## src/rtl/interrupt_acknowledge_control.sv

```systemverilog
// 8086-mode INTA sequencer for an 8-input PIC core: drives INT, owns the ISR,
// pulses IRR clears, places the vector byte on the bus and executes OCW2 EOI/rotation.
module interrupt_acknowledge_control (
  input  logic       clk,
  input  logic       rst_n,
  input  logic [7:0] interrupt,
  input  logic       inta_n,
  input  logic       ocw2_write,
  input  logic [7:0] ocw2_data,
  input  logic       auto_eoi,
  input  logic [4:0] vector_base,
  output logic       int_out,
  output logic [7:0] in_service_register,
  output logic [2:0] priority_rotate,
  output logic [7:0] clear_request,
  output logic [7:0] data_out,
  output logic       data_out_en
);

  typedef enum logic [1:0] {StIdle, StAck1, StGap, StAck2} state_e;

  state_e     state_q;
  logic       inta_cur_q, inta_prev_q;
  logic [2:0] level_q;
  logic       spurious_q;
  logic       rotate_in_aeoi_q;

  logic       inta_fall, inta_rise;
  logic [2:0] irq_level;
  logic       ns_found;
  logic [2:0] ns_level;
  logic [2:0] idx;
  logic [7:0] clear_mask, set_mask, isr_next;
  logic       rot_ocw_en;
  logic [2:0] rot_ocw_val;
  logic       raeoi_d;
  logic       aeoi_fire, aeoi_rot_en;
  logic       unused_ocw2_bits;

  // D4/D3 only distinguish OCW2 from OCW3 upstream; the strobe already did that.
  assign unused_ocw2_bits = ^ocw2_data[4:3];

  assign inta_fall = inta_prev_q & ~inta_cur_q;
  assign inta_rise = ~inta_prev_q & inta_cur_q;

  // An empty request encodes to 7, which is exactly the spurious vector level.
  always_comb begin
    irq_level = 3'd7;
    for (int i = 0; i < 8; i++) begin
      if (interrupt[i]) irq_level = 3'(i);
    end
  end

  // Highest-priority in-service level: search upward from the lowest-priority level.
  always_comb begin
    ns_found = 1'b0;
    ns_level = '0;
    idx      = '0;
    for (int i = 1; i <= 8; i++) begin
      idx = priority_rotate + 3'(i);
      if (!ns_found && in_service_register[idx]) begin
        ns_found = 1'b1;
        ns_level = idx;
      end
    end
  end

  always_comb begin
    clear_mask  = '0;
    rot_ocw_en  = 1'b0;
    rot_ocw_val = ocw2_data[2:0];
    raeoi_d     = rotate_in_aeoi_q;
    if (ocw2_write) begin
      case (ocw2_data[7:5])
        3'b001: if (ns_found) clear_mask[ns_level] = 1'b1;
        3'b011: clear_mask[ocw2_data[2:0]] = 1'b1;
        3'b101: begin
          if (ns_found) begin
            clear_mask[ns_level] = 1'b1;
            rot_ocw_en           = 1'b1;
            rot_ocw_val          = ns_level;
          end
        end
        3'b111: begin
          clear_mask[ocw2_data[2:0]] = 1'b1;
          rot_ocw_en                 = 1'b1;
        end
        3'b110:  rot_ocw_en = 1'b1;
        3'b100:  raeoi_d = 1'b1;
        3'b000:  raeoi_d = 1'b0;
        default: ;
      endcase
    end
    aeoi_fire   = (state_q == StAck2) && inta_rise && auto_eoi && !spurious_q;
    aeoi_rot_en = aeoi_fire && rotate_in_aeoi_q;
    if (aeoi_fire) clear_mask[level_q] = 1'b1;
    set_mask = '0;
    if ((state_q == StIdle) && inta_fall && (|interrupt)) set_mask[irq_level] = 1'b1;
    // Clears first, then the acknowledge set, so a set wins on the same bit.
    isr_next = (in_service_register & ~clear_mask) | set_mask;
  end

  always_ff @(posedge clk) begin
    if (!rst_n) begin
      state_q             <= StIdle;
      inta_cur_q          <= 1'b1;
      inta_prev_q         <= 1'b1;
      level_q             <= '0;
      spurious_q          <= 1'b0;
      rotate_in_aeoi_q    <= 1'b0;
      int_out             <= 1'b0;
      in_service_register <= '0;
      priority_rotate     <= 3'b111;
      clear_request       <= '0;
      data_out            <= '0;
      data_out_en         <= 1'b0;
    end else begin
      inta_cur_q          <= inta_n;
      inta_prev_q         <= inta_cur_q;
      clear_request       <= set_mask;
      in_service_register <= isr_next;
      rotate_in_aeoi_q    <= raeoi_d;
      if (rot_ocw_en) begin
        priority_rotate <= rot_ocw_val;
      end else if (aeoi_rot_en) begin
        priority_rotate <= level_q;
      end
      unique case (state_q)
        StIdle: begin
          int_out <= |interrupt;
          if (inta_fall) begin
            level_q    <= irq_level;
            spurious_q <= ~|interrupt;
            int_out    <= 1'b0;
            state_q    <= StAck1;
          end
        end
        StAck1: begin
          int_out <= 1'b0;
          if (inta_rise) state_q <= StGap;
        end
        StGap: begin
          int_out <= 1'b0;
          if (inta_fall) begin
            data_out    <= {vector_base, level_q};
            data_out_en <= 1'b1;
            state_q     <= StAck2;
          end
        end
        StAck2: begin
          int_out <= 1'b0;
          if (inta_rise) begin
            data_out_en <= 1'b0;
            state_q     <= StIdle;
          end
        end
        default: state_q <= StIdle;
      endcase
    end
  end

endmodule

```

## config.mk

```make
export PLATFORM = sky130hd
export DESIGN_NAME = interrupt_acknowledge_control
export DESIGN_NICKNAME = d
export VERILOG_FILES = /design/src/rtl/interrupt_acknowledge_control.sv
export SDC_FILE = /design/constraint.sdc
export NUM_CORES = 1
export LEC_CHECK = 0
export CAP_MARGIN = 10
export CORE_UTILIZATION = 47
export CTS_CLUSTER_SIZE = 40
export DETAILED_ROUTE_END_ITERATION = 10
export HOLD_SLACK_MARGIN = 0.15
export MAX_ROUTING_LAYER = met4
export PLACE_DENSITY_LB_ADDON = 0.1
export SYNTH_ARGS = -nofsm -noshare
export SYNTH_HDL_FRONTEND = slang
export SYNTH_SLANG_ARGS = --single-unit
```

## constraint.sdc

```tcl
create_clock -name clk -period 3.3 [get_ports clk]
set_input_delay 0.99 -clock clk [delete_from_list [all_inputs] [get_ports clk]]
set_output_delay 0.99 -clock clk [all_outputs]
set_load 0.05 [all_outputs]
```

==> run summary <==
- finished clean — status
- flop — Setup crit start kind
- 0.00349 mm2 — final design instance area without fill
- 0 — remaining design rule violation count
- 0.00272 mm2 — Synth Cell Area
- 32 — largest net degree at the start of global routing
- 0 — global route overflow
- 91.0% — final worst-path cycle share
- 2 — number of levels the H-tree was split into
- sky130_fd_sc_hd__clkdlybuf4s50_1 — most frequent standard cell in the layout excluding fill and tap cells
- 0 — Max Cap Viol
- 2438 — number of global-route vias before repair
- 404 mW/mm2 — power per cell area
- 0 — total of endpoints with negative setup slack in the final report
- 64 — unique cell type count in the Yosys netlist
- 0.00335 mm2 — total placed instance area
- 0 — Resized Gates After CTS
- 28.0% — sequential fraction of the synthesis area
- 0 — hold bufs inserted after CTS
- 0.00131 uW — Leak Pwr
- 5.98 — average vias per placed instance
- sky130_fd_sc_hd__dfxtp_1 — commonest register cell after synthesis
- 0 — number of setup buffers added after CTS
- 5 — TritonCTS Buffers
- 52 x sky130_fd_sc_hd__clkdlybuf4s50_1, 36 x sky130_fd_sc_hd__nand2_1, 36 x sky130_fd_sc_hd__dfxtp_1 — commonest cells after routing, fill and taps aside
- 2643 — total number of vias
- 0 ns — aggregate negative setup slack
- met2 — global-route layer with the greatest usage
- 3.47 ns — required time at the endpoint of the critical path
- 62.9% — utilization of the core after routing
- 28.0% — area share of the largest cell type after synthesis
- 38 — flops & latches, synth
- 0 — number of enable flip-flop cells after synthesis
- 0.944 — gp weighted congestion
- 193 — number of DRC markers in iteration 0
- 5 — Detailed Routing Iterations Pass 1
- 333 MHz — fmax
- sky130_fd_sc_hd__dfxtp_1 — leading area contributor after synthesis
- 52 — number of I/O port buffers
- 55 — num ports
- 0 — max-slew violation total from the final report
- 49.1% — initial standard-cell utilization of the core
- 0 — number of antenna violations at the first check in global routing
- 0.461 ns — WHS
- 28.3% — Area Overhead vs Synth
- 25.8% — gr usage total
- sky130_fd_sc_hd__dfxtp_1 28%, sky130_fd_sc_hd__mux4_2 8.3%, sky130_fd_sc_hd__nand2_1 5.0%, sky130_fd_sc_hd__mux2i_1 4.4%, sky130_fd_sc_hd__nor2_1 3.7% — top cells by area, synth
- sky130_fd_sc_hd__clkbuf_8 — clock tree root driver cell
- 2 — CTS max path bufs
- 0% — fraction of registers with async set or reset after synthesis
- 35.4% — met1 Resource Use GR
- 27 — standard-cell row count
- 0 — yosys warns
- reg -> reg — Worst Hold Class
- 0.640 ns — worst slew pin tran
- 255 uV — maximum resistive drop on vdd
- 0.30 ns — Worst-Skew Late Latency
- 7 — largest fanout of any net on the critical path
- flop — CP endpoint kind
- 3.00 ns — post-layout minimum cycle time
- 315 — post-synthesis cell count
- reg -> reg — critical path class
- 56.8% — Max-Slew Margin vs Limit
- 12000 um — global-route wire length before repair
- 3.26% — met3 routing resource usage after global routing
- 38 — number of sinks driven by the clock tree
- 507 — Filler cells
- 401 — post-layout net count
- 8.63 um2 — average cell area after synthesis
- 7250 um — Total Wirelength
- 0.00784 ns — worst setup skew after layout
- false — unrepaired setup endpoints after global routing
- yes — CTS tree
- 5500 um — placed wire-length estimate
- 16.4 um — detail-routed net length per standard cell
- 0.00609 mm2 — die area
- 0 — antenna fix cells
- 78.0 um — Die X-Extent
- 13.8% — share of cells above drive strength 1
- 347 — number of nets produced by synthesis
- 3.17 ns — data arrival time of the critical path
- 0.08 ns — clock-pin transition on the worst setup and hold timing paths
- 39.9% — met2 track demand over resource
- 0.00554 mm2 — core footprint
- 0 — antenna viol nets, final
- 78.0 um — DIE HEIGHT
- 0 — final hold violation count
## path summary, 6_finish.rpt
kind	slack, ns	from	endpoint	cells past startpoint
max reg2reg	0.30	priority_rotate[1]	in_service_register[2]	10
max	0.30	priority_rotate[1]	in_service_register[2]	10
min	0.46	data_out[7]	data_out[7]	2
min reg2reg	0.46	data_out[7]	data_out[7]	2
## per-stage QoR
step / setup WS, ns / instances / total power [uW]
global route: 0.0204 / 442 / 1470
floorplan: 0.0228 / 315 / 796
finish: 0.296 / 442 / 1410
CTS: 0.306 / 442 / 1410
global placement: 0.266 / 434 / 923
detailed placement: 0.243 / 434 / 930
## synth_stat cells, types with 2 or more instances
cell,count
sky130_fd_sc_hd__o21ai_0,11
sky130_fd_sc_hd__a21boi_0,10
sky130_fd_sc_hd__mux4_2,10
sky130_fd_sc_hd__and2_1,3
sky130_fd_sc_hd__a22oi_1,3
sky130_fd_sc_hd__mux2i_1,12
sky130_fd_sc_hd__clkbuf_1,9
sky130_fd_sc_hd__nand2_1,36
sky130_fd_sc_hd__nor2_1,27
sky130_fd_sc_hd__o21ai_1,4
sky130_fd_sc_hd__buf_2,3
sky130_fd_sc_hd__nor2b_1,9
sky130_fd_sc_hd__and3b_1,3
sky130_fd_sc_hd__nand2b_1,5
sky130_fd_sc_hd__xor2_1,2
sky130_fd_sc_hd__o31ai_1,6
sky130_fd_sc_hd__inv_1,11
sky130_fd_sc_hd__nand3_1,12
sky130_fd_sc_hd__mux2i_4,2
sky130_fd_sc_hd__nor3b_1,4
sky130_fd_sc_hd__a21o_1,3
sky130_fd_sc_hd__a31oi_1,5
sky130_fd_sc_hd__o221ai_1,3
sky130_fd_sc_hd__o211ai_1,4
sky130_fd_sc_hd__and3_1,3
sky130_fd_sc_hd__mux2_2,4
sky130_fd_sc_hd__a21oi_1,14
sky130_fd_sc_hd__o21bai_1,3
sky130_fd_sc_hd__o311ai_0,2
sky130_fd_sc_hd__nand3b_1,2
sky130_fd_sc_hd__ha_1,6
sky130_fd_sc_hd__o211a_1,2
sky130_fd_sc_hd__o311a_1,2
sky130_fd_sc_hd__buf_1,4
sky130_fd_sc_hd__dfxtp_1,38
sky130_fd_sc_hd__nor4b_2,2
sky130_fd_sc_hd__nor3_1,9
## registers in the layout (all words and copies together), names as in the netlist
signal / flops
clear_request: 8
data_out: 8
data_out_en: 1
in_service_register: 8
int_out: 1
inta_cur_q: 1
inta_prev_q: 1
level_q: 3
priority_rotate: 3
rotate_in_aeoi_q: 1
spurious_q: 1
state_q: 2
## worst max-delay path, cell delays in order, from the launching register on
cell and delay [ns]:
sky130_fd_sc_hd__dfxtp_4 0.35, sky130_fd_sc_hd__inv_1 0.08, sky130_fd_sc_hd__ha_1 0.39, sky130_fd_sc_hd__mux4_2 0.45
sky130_fd_sc_hd__mux2i_4 0.26, sky130_fd_sc_hd__a32oi_2 0.23, sky130_fd_sc_hd__nor2_1 0.24, sky130_fd_sc_hd__nor4b_2 0.27
sky130_fd_sc_hd__o21ba_4 0.22, sky130_fd_sc_hd__o31ai_1 0.23, sky130_fd_sc_hd__o221ai_1 0.15
## power by group
| part | internal, uW | switching (uW) |
|---|---|---|
| Clock | 303 | 179 |
| Combinational | 183 | 239 |
| Sequential | 477 | 26.8 |
| Total | 963 | 445 |
## kinds of logic after synthesis
group	synth area share [%]
AO/OA/AOI/OAI	24.2
multiplexers	16.6
flip-flops	28.0
adder cells (fa/ha/maj)	2.76
buffers and inverters	4.28
XOR/XNOR	0.967
AND/OR/NAND/NOR	23.2
## final cells by class
cell class                 instances  area, um2  share of cell area, %
timing repair buffer              64        611                   17.5
inverter                          11       41.3                   1.18
multi-input combinational        249       1840                   52.8
clock inverter                     3       68.8                   1.97
clock buffer                       5       68.8                   1.97
sequential                        38        766                   22.0
tap                               72       90.1                   2.58
## layer usage
layer	up-vias	wire length (um)
met2	108	3380
met4	0	136
met3	16	462
met1	1239	3280
met5	-	0
li1	1280	-
Power figures use the tool's default switching activity.
